`config.mk`:
```
export PLATFORM = sky130hd
export DESIGN_NAME = sync_fifo_prog
export DESIGN_NICKNAME = d
export VERILOG_FILES = /design/src/rtl/sync_fifo_prog.sv
export SDC_FILE = /design/constraint.sdc
export NUM_CORES = 1
export LEC_CHECK = 0
export ABC_AREA = 1
export CAP_MARGIN = 15
export CORE_ASPECT_RATIO = 1.25
export CORE_MARGIN = 5
export CORE_UTILIZATION = 54
export CTS_CLUSTER_SIZE = 30
export DETAILED_ROUTE_END_ITERATION = 16
export GPL_TIMING_DRIVEN = 0
export PLACE_DENSITY = 0.76
export SETUP_SLACK_MARGIN = 0.15
export SLEW_MARGIN = 20
export SYNTH_ARGS = -nofsm -noshare
export SYNTH_HDL_FRONTEND = slang
export SYNTH_SLANG_ARGS = --single-unit
```
`constraint.sdc`:
```
create_clock -name clk -period 1.95 [get_ports clk]
set_clock_uncertainty 0.05 [all_clocks]
set_input_delay 0.2925 -clock clk [delete_from_list [all_inputs] [get_ports clk]]
set_output_delay 0.2925 -clock clk [all_outputs]
set_load 0.1 [all_outputs]
```
`src/rtl/sync_fifo_prog.sv`:
```
// Single-clock FIFO with selectable first-word-fall-through or registered read,
// occupancy count, programmable almost-full/almost-empty thresholds and
// sticky overflow/underflow flags.
module sync_fifo_prog #(
    parameter int DATA_WIDTH = 8,
    parameter int ADDR_WIDTH = 4,
    parameter int FWFT       = 0,
    parameter int AF_LEVEL   = 12,
    parameter int AE_LEVEL   = 2
) (
    input  logic                  clk,
    input  logic                  rst,
    input  logic                  wr_en,
    input  logic [DATA_WIDTH-1:0] wdata,
    input  logic                  rd_en,
    input  logic                  clr_err,
    output logic [DATA_WIDTH-1:0] rdata,
    output logic                  rvalid,
    output logic                  wfull,
    output logic                  rempty,
    output logic                  almost_full,
    output logic                  almost_empty,
    output logic [ADDR_WIDTH:0]   count,
    output logic                  overflow,
    output logic                  underflow
);

    localparam int DEPTH = 1 << ADDR_WIDTH;
    localparam logic [ADDR_WIDTH:0] FULL_CNT = (ADDR_WIDTH+1)'(DEPTH);
    localparam logic [ADDR_WIDTH:0] AF_CNT   = (ADDR_WIDTH+1)'(AF_LEVEL);
    localparam logic [ADDR_WIDTH:0] AE_CNT   = (ADDR_WIDTH+1)'(AE_LEVEL);
    localparam logic [ADDR_WIDTH:0] ONE      = (ADDR_WIDTH+1)'(1);

    logic [DATA_WIDTH-1:0] mem_q [DEPTH];

    // Pointers carry one extra wrap bit; the low bits index memory.
    logic [ADDR_WIDTH:0] wptr_q, wptr_d;
    logic [ADDR_WIDTH:0] rptr_q, rptr_d;
    logic [ADDR_WIDTH:0] count_q, count_d;
    logic                ovf_q, ovf_d;
    logic                udf_q, udf_d;
    logic                wr_acc;
    logic                rd_acc;

    // Status flags decode the registered count only, so they lag the causing edge by one cycle.
    assign wfull        = (count_q == FULL_CNT);
    assign rempty       = (count_q == '0);
    assign almost_full  = (count_q >= AF_CNT);
    assign almost_empty = (count_q <= AE_CNT);
    assign count        = count_q;
    assign overflow     = ovf_q;
    assign underflow    = udf_q;

    // Acceptance looks at current state only: a same-cycle read never makes room for a write.
    assign wr_acc = wr_en && !wfull;
    assign rd_acc = rd_en && !rempty;

    // Next-state for pointers, occupancy and sticky error flags (a new error beats clr_err).
    always_comb begin
        wptr_d  = wptr_q;
        rptr_d  = rptr_q;
        count_d = count_q;
        if (wr_acc) wptr_d = wptr_q + ONE;
        if (rd_acc) rptr_d = rptr_q + ONE;
        case ({wr_acc, rd_acc})
            2'b10:   count_d = count_q + ONE;
            2'b01:   count_d = count_q - ONE;
            default: count_d = count_q;
        endcase
        ovf_d = (ovf_q && !clr_err) || (wr_en && wfull);
        udf_d = (udf_q && !clr_err) || (rd_en && rempty);
    end

    // Control state register; reset overrides every request in the same cycle.
    always_ff @(posedge clk) begin
        if (rst) begin
            wptr_q  <= '0;
            rptr_q  <= '0;
            count_q <= '0;
            ovf_q   <= 1'b0;
            udf_q   <= 1'b0;
        end else begin
            wptr_q  <= wptr_d;
            rptr_q  <= rptr_d;
            count_q <= count_d;
            ovf_q   <= ovf_d;
            udf_q   <= udf_d;
        end
    end

    // Storage array, not reset; a write coinciding with reset is dropped.
    always_ff @(posedge clk) begin
        if (wr_acc && !rst) begin
            mem_q[wptr_q[ADDR_WIDTH-1:0]] <= wdata;
        end
    end

    generate
        if (FWFT != 0) begin : g_fwft
            // Head word is presented straight from memory whenever the FIFO holds data.
            assign rdata  = mem_q[rptr_q[ADDR_WIDTH-1:0]];
            assign rvalid = !rempty;
        end else begin : g_regrd
            logic [DATA_WIDTH-1:0] rdata_q, rdata_d;
            logic                  rvalid_q, rvalid_d;

            // Popped word is captured at the accepting edge; rdata holds otherwise.
            always_comb begin
                rdata_d  = rdata_q;
                rvalid_d = rd_acc;
                if (rd_acc) rdata_d = mem_q[rptr_q[ADDR_WIDTH-1:0]];
            end

            // Read-data register with a one-cycle valid pulse per accepted pop.
            always_ff @(posedge clk) begin
                if (rst) begin
                    rdata_q  <= '0;
                    rvalid_q <= 1'b0;
                end else begin
                    rdata_q  <= rdata_d;
                    rvalid_q <= rvalid_d;
                end
            end

            assign rdata  = rdata_q;
            assign rvalid = rvalid_q;
        end
    endgenerate

endmodule

```
==> run summary, run 1 <==
result of the run = finished, violations left
failing checks = setup timing
Slew headroom = 44.24%
largest stage delay on the critical path = 0.36 ns
actual slew at the worst max-slew pin = 0.8338 ns
number of CTS-inserted buffers = 17
portion of the clock cycle consumed by the worst path in the final layout = 114.5%
share of the yosys chip area belonging to registers = 64.65%
flip-flop and latch count after synthesis = 152
highest-delay cell along the critical path = sky130_fd_sc_hd__dfxtp_4
worst path cell trace = inv_4, nand4_1, nand2_2, inv_2, buf_8, ha_4, inv_2, fa_2, inv_1, nand2_2, nand2_1, a21oi_2, nand2_1, nand2_1, nand2_1, a21oi_2
final hold vios = 0
Setup crit start kind = flip-flop
post-synthesis average cell area = 9.808 sq um
unrepaired setup endpoints after global routing = true
worst ir drop on vdd = 1.355 mV
number of instances in the synthesized netlist = 682
register clock-pin slew on the reported worst setup and hold paths = 0.06 ns
dpl cell area = 7312 sq um
floorplan row count = 45
cell area after layout = 8269 sq um
Critical Path End Type = flip-flop
Synth Net Count = 705
Die ar. = 14730 sq um
Reg2Reg Setup Slack = -0.28 ns
post-DP HPWL = 10.76 mm
Die Span X = 109.5 um
detailed-route DRC error count = 0
clock insertion delay at the later pin of the skew report = 0.43 ns
Vias = 4970
worst setup slack after layout = -0.2837 ns
CP max FO = 5
routability-driven placement congestion ratio = 0.9295
vias in the first global route = 4823
DIE HEIGHT = 134.4 um
number of synthesis warnings = 0
Final Slew Violations = 0
Netlist Area Pre-Place = 6689 sq um
layout cells sized above 1 = 20.05%
pin count of the biggest net entering global routing = 17
MaxCap Viol Count = 0
total routed wirelength = 16.53 mm
most common cell after layout, fill and taps aside = sky130_fd_sc_hd__nand2_1
wire length of the first global-routing pass = 25.14 mm
clock tree buffer depth = 2
static leakage power = 3.492 nW
power density relative to cell area = 1415 nW/um^2
CP Data Arrival Time = 2.53 ns
CP most frequent cell = sky130_fd_sc_hd__nand2_1
largest cells by area after synthesis = sky130_fd_sc_hd__edfxtp_1, sky130_fd_sc_hd__nand2_1, sky130_fd_sc_hd__dfxtp_1
maximum level of the CTS H-tree = 4
GR Util met2 = 40.84%
global routing's busiest layer = met2
top-level port count = 33
required time reported for the critical path endpoint = 2.24 ns
input/output buffers = 31
Layout Area Growth over Synthesis = 23.63%
GR met1 Demand/Resource = 27.18%
post-synthesis cell type count = 25
GRT met3 Usage = 4.911%
worst-case setup slack after placement = -0.5218 ns
via density per instance = 5.333
post-route minimum period = 2.234 ns
clock sink count = 152
class of the most critical hold timing path = in -> reg
critical path start-end classification = reg -> reg
total of endpoints with negative setup slack in the final report = 4
Max Freq = 447.7 MHz
Yosys top cell by area = sky130_fd_sc_hd__edfxtp_1
Diodes inserted = 0
detailed-router iteration count before antenna repair = 6
Antenna Violating Nets Remaining = 0
share of Yosys cell area claimed by the top area cell type = 57.46%
overall routing resource usage = 23.29%
core region area = 12160 sq um
NumNets Final = 779
number of antenna violations at the first check in global routing = 0
final routed wire length divided by cell count = 17.73 um
DRC violation total after the first TritonRoute iteration = 423
most frequent cells in the layout = sky130_fd_sc_hd__nand2_1, sky130_fd_sc_hd__edfxtp_1, sky130_fd_sc_hd__nand3_1, sky130_fd_sc_hd__inv_1, sky130_fd_sc_hd__buf_4
initial core utilization = 55.00%
Root Driver = sky130_fd_sc_hd__clkbuf_16
aggregate global routing overflow = 0
CTS tree = done
-- final timing paths --
check | endpoint | from | cells past startpoint
min reg2reg | overflow | overflow | 2
max | count[4] | count[0] | 16
max reg2reg | count[4] | count[0] | 16
min | rdata[3] | rst | 4
-- registers in the layout (all words and copies together) (netlist names) --
| signal | cells |
|---|---|
| rvalid | 1 |
| wptr_q | 4 |
| overflow | 1 |
| mem_q | 128 |
| rptr_q | 4 |
| underflow | 1 |
| count | 5 |
| rdata | 8 |
-- kinds of logic after synthesis --
kind of cell    after synthesis  share of synthesized area [%]
simple gates                365                          22.62
fa+ha+maj                    10                          1.983
compound gates               25                          2.002
buf+inv                     127                          8.361
flops                       152                          64.65
xor+xnor                      3                         0.3929
-- stage by stage --
| stage | util [%] | setup TNS (ns) | cells | hold WS [ns] | total power, mW |
|---|---|---|---|---|---|
| after global placement | 60.12 | -12.12 | 877 | 0.4021 | 8.056 |
| after floorplan | - | -0.5484 | 682 | 0.3414 | 7.042 |
| after detailed placement | 60.12 | -17.00 | 877 | 0.4075 | 8.146 |
| after CTS | 66.98 | -0.2866 | 927 | 0.2399 | 11.44 |
| final | 67.99 | -0.7649 | 932 | 0.2667 | 11.70 |
| after global routing | 67.99 | -1.041 | 932 | 0.3135 | 12.22 |
-- what timing repair did --
item | 4_1_cts | 5_1_grt
hold buffers | 0 | 0
buffers inserted | 19 | 5
pin swaps | 7 | 9
endpoints found under the setup margin | 127 | 35
resized for setup | 105 | 21
-- per-layer routing --
layer  part of all wire [%]  vias to the layer above  wire length, um
met4                    4.4                        0              735
li1                       -                     2365                -
met5                      0                        -                0
met3                    5.3                       61              868
met2                     53                      190             8786
met1                     37                     2354             6138
-- cells in the mapped netlist --
library cell,instances
sky130_fd_sc_hd__a2111oi_0,1
sky130_fd_sc_hd__a21boi_0,1
sky130_fd_sc_hd__a21oi_1,13
sky130_fd_sc_hd__buf_2,15
sky130_fd_sc_hd__buf_4,9
sky130_fd_sc_hd__buf_6,4
sky130_fd_sc_hd__clkbuf_1,2
sky130_fd_sc_hd__clkinv_1,1
sky130_fd_sc_hd__dfxtp_1,24
sky130_fd_sc_hd__edfxtp_1,128
sky130_fd_sc_hd__fa_1,1
sky130_fd_sc_hd__ha_1,9
sky130_fd_sc_hd__inv_1,90
sky130_fd_sc_hd__inv_2,6
sky130_fd_sc_hd__nand2_1,223
sky130_fd_sc_hd__nand2_2,3
sky130_fd_sc_hd__nand3_1,95
sky130_fd_sc_hd__nand4_1,2
sky130_fd_sc_hd__nor2_1,39
sky130_fd_sc_hd__nor3_1,2
sky130_fd_sc_hd__nor3b_2,1
sky130_fd_sc_hd__o21ai_0,9
sky130_fd_sc_hd__o21bai_1,1
sky130_fd_sc_hd__xnor2_1,1
sky130_fd_sc_hd__xor2_1,2
-- area by class of cell --
cell class / instances / area (sq um)
Clock inverter: 14 / 135.1
Multi-Input combinational cell: 403 / 2053
Sequential cell: 152 / 4343
Buffer: 30 / 202.7
Timing Repair Buffer: 55 / 535.5
Clock buffer: 17 / 425.4
Fill cell: 899 / 3892
Inverter: 97 / 369.1
Tap cell: 164 / 205.2
-- power by group --
part	internal [mW]	leakage [nW]	switching, mW
logic	1.42	1.87	3.30
clock network	1.85	0.264	1.27
registers	3.73	1.35	0.121
total	7.01	3.49	4.69
-- worst max-delay path: cells and delay by family, from the launching register on --
family	cells	cell delay [ns]
AND/OR/NAND/NOR	7	0.71
buffers and inverters	5	0.38
adder cells (fa/ha/maj)	2	0.37
flip-flops	1	0.36
AO/OA/AOI/OAI	2	0.27
Power figures use the tool's default switching activity.
==> run 2, diff against run 1 <==
CTS_CLUSTER_SIZE = 16   (was 30)
GPL_TIMING_DRIVEN = 1   (was 0)
==> run summary, run 2 (synthesized netlist as in run 1, its figures left out) <==
result of the run = finished, violations left
failing checks = setup timing
fraction of power consumed by combinational cells = 38.3% (-2.1 points)
Pwr Total = 11.70 mW (about the same)
worst hold-check slack = 0.4239 ns (+0.1572 ns)
Vias = 4865 (-2.1%)
clock insertion delay at the later pin of the skew report = 0.42 ns (about the same)
unrepaired setup endpoints after global routing = true
critical path start-end classification = reg -> reg
Final Slew Violations = 0 (unchanged)
DRC violation total after the first TritonRoute iteration = 376 (-11%)
Critical Path End Type = flip-flop
post-DP HPWL = 10.09 mm (-6.2%)
cell-internal power = 7.182 mW (+2.4%)
net switching component of the power = 4.518 mW (-3.7%)
final hold vios = 0 (unchanged)
CP max FO = 5 (unchanged)
DIE HEIGHT = 134.4 um (unchanged)
post-cts hold buffer count = 0 (unchanged)
worst-case setup slack after placement = -0.2139 ns (+0.3079 ns)
floorplan row count = 45 (unchanged)
setup tns final = -0.007701 ns (+0.7572 ns)
static leakage power = 3.562 nW (+2.0%)
clock tree buffer depth = 2 (unchanged)
aggregate global routing overflow = 0 (unchanged)
total of endpoints with negative setup slack in the final report = 1 (-3)
share of power burned in the clock network = 28.6% (+1.9 points)
via density per instance = 5.231 (-1.9%)
register clock-pin slew on the reported worst setup and hold paths = 0.06 ns (about the same)
clock sink count = 152 (unchanged)
largest stage delay on the critical path = 0.38 ns (+0.02 ns)
detailed-router iteration count before antenna repair = 5 (-1)
CP Data Arrival Time = 2.26 ns (-0.27 ns)
total routed wirelength = 15.45 mm (-6.5%)
CTS tree = done
top-level port count = 33 (unchanged)
worst path cell trace = inv_4, nand4_1, nand2_2, inv_2, ha_4, inv_2, fa_2, inv_2, nand2_2, a21boi_2, o21bai_1, nand2_1, nand2_1, a21oi_2
final routed wire length divided by cell count = 16.61 um (-6.3%)
Switching Share = 38.62% (-1.5 points)
MaxCap Viol Count = 0 (unchanged)
number of CTS-inserted buffers = 17 (unchanged)
worst ir drop on vdd = 1.189 mV (-12%)
post-route minimum period = 1.958 ns (-0.2760 ns)
maximum level of the CTS H-tree = 4 (unchanged)
Die ar. = 14730 sq um (unchanged)
CP most frequent cell = sky130_fd_sc_hd__inv_2
initial core utilization = 55.00% (unchanged)
Die Span X = 109.5 um (unchanged)
pin count of the biggest net entering global routing = 66 (+49)
required time reported for the critical path endpoint = 2.25 ns (about the same)
Layout Area Growth over Synthesis = 23.83%
Root Driver = sky130_fd_sc_hd__clkbuf_16
power density relative to cell area = 1413 nW/um^2 (-0.18%)
wire length of the first global-routing pass = 23.67 mm (-5.9%)
routability-driven placement congestion ratio = 0.9079 (-2.3%)
part of the total power dissipated in sequential elements = 33.0% (about the same)
detailed-route DRC error count = 0 (unchanged)
most frequent cells in the layout = sky130_fd_sc_hd__nand2_1, sky130_fd_sc_hd__edfxtp_1, sky130_fd_sc_hd__nand3_1, sky130_fd_sc_hd__inv_1, sky130_fd_sc_hd__buf_4
highest-delay cell along the critical path = sky130_fd_sc_hd__dfxtp_4
worst setup slack after layout = -0.007701 ns (+0.2760 ns)
layout cells sized above 1 = 19.45% (-0.60 points)
Diodes inserted = 0 (unchanged)
core region area = 12160 sq um (unchanged)
flip-flop count of the largest register, all copies and words added = 128 (unchanged)
actual slew at the worst max-slew pin = 0.5762 ns (-0.2576 ns)
Max Freq = 510.8 MHz (+14%)
number of antenna violations at the first check in global routing = 0 (unchanged)
NumNets Final = 776 (-0.39%)
class of the most critical hold timing path = reg -> reg
Setup crit start kind = flip-flop
most common cell after layout, fill and taps aside = sky130_fd_sc_hd__nand2_1
portion of the clock cycle consumed by the worst path in the final layout = 100.4% (-14 points)
overall routing resource usage = 21.93% (-1.4 points)
input/output buffers = 32 (+3.2%)
Antenna Violating Nets Remaining = 0 (unchanged)
Slew headroom = 61.53% (+17 points)
vias in the first global route = 4681 (-2.9%)
run 2: cell type report:
type	instances	area (sq um)
sequential	152	4344
fill	894	3879
multi-input combinational	403	1964
timing repair buffer	82	770.7
clock buffer	21	470.5
inverter	97	381.6
tap	164	205.2
clock inverter	11	146.4
run 2: stage by stage:
step                      cell area, sq um  instances  utilization [%]
after floorplan                       6797        682                -
after global placement                7477        890            61.48
after detailed placement              7477        890            61.48
after CTS                             8185        926            67.30
after global routing                  8283        930            68.11
final                                 8283        930            68.11
run 2: path summary, 6_finish.rpt:
kind | start | endpoint | slack (ns) | depth (start not counted)
max | count[3] | count[4] | -0.008 | 14
min | underflow | underflow | 0.42 | 2
max reg2reg | count[3] | count[4] | -0.008 | 14
min reg2reg | underflow | underflow | 0.42 | 2
run 2: what timing repair did:
action,in CTS,in global routing
pin swaps,2,6
gates resized for setup,15,21
setup endpoints to repair,9,132
setup buffers,4,4
run 2: critical path: cells and delay by family (launching register included):
kind	cells	cell delay, ns
fa+ha+maj	2	0.53
flops	1	0.38
simple gates	5	0.37
compound gates	3	0.31
buf+inv	4	0.24
run 2: power groups by stage:
stage               Clock, mW  Combinational [mW]  Sequential [mW]
finish                   3.35                4.48             3.86
global route             3.52                4.79             3.89
CTS                      3.37                4.38             3.86
detailed placement          0                4.25             3.92
global placement            0                4.17             3.91
floorplan                   0                2.21             4.83
run 2: layer usage:
layer,global-route usage (%),share of wire [%],up-vias
li1,-,-,2351
met1,24.92,36,2299
met2,38.59,54,167
met3,5.104,5.5,48
met4,9.979,3.8,0
met5,0,0,-
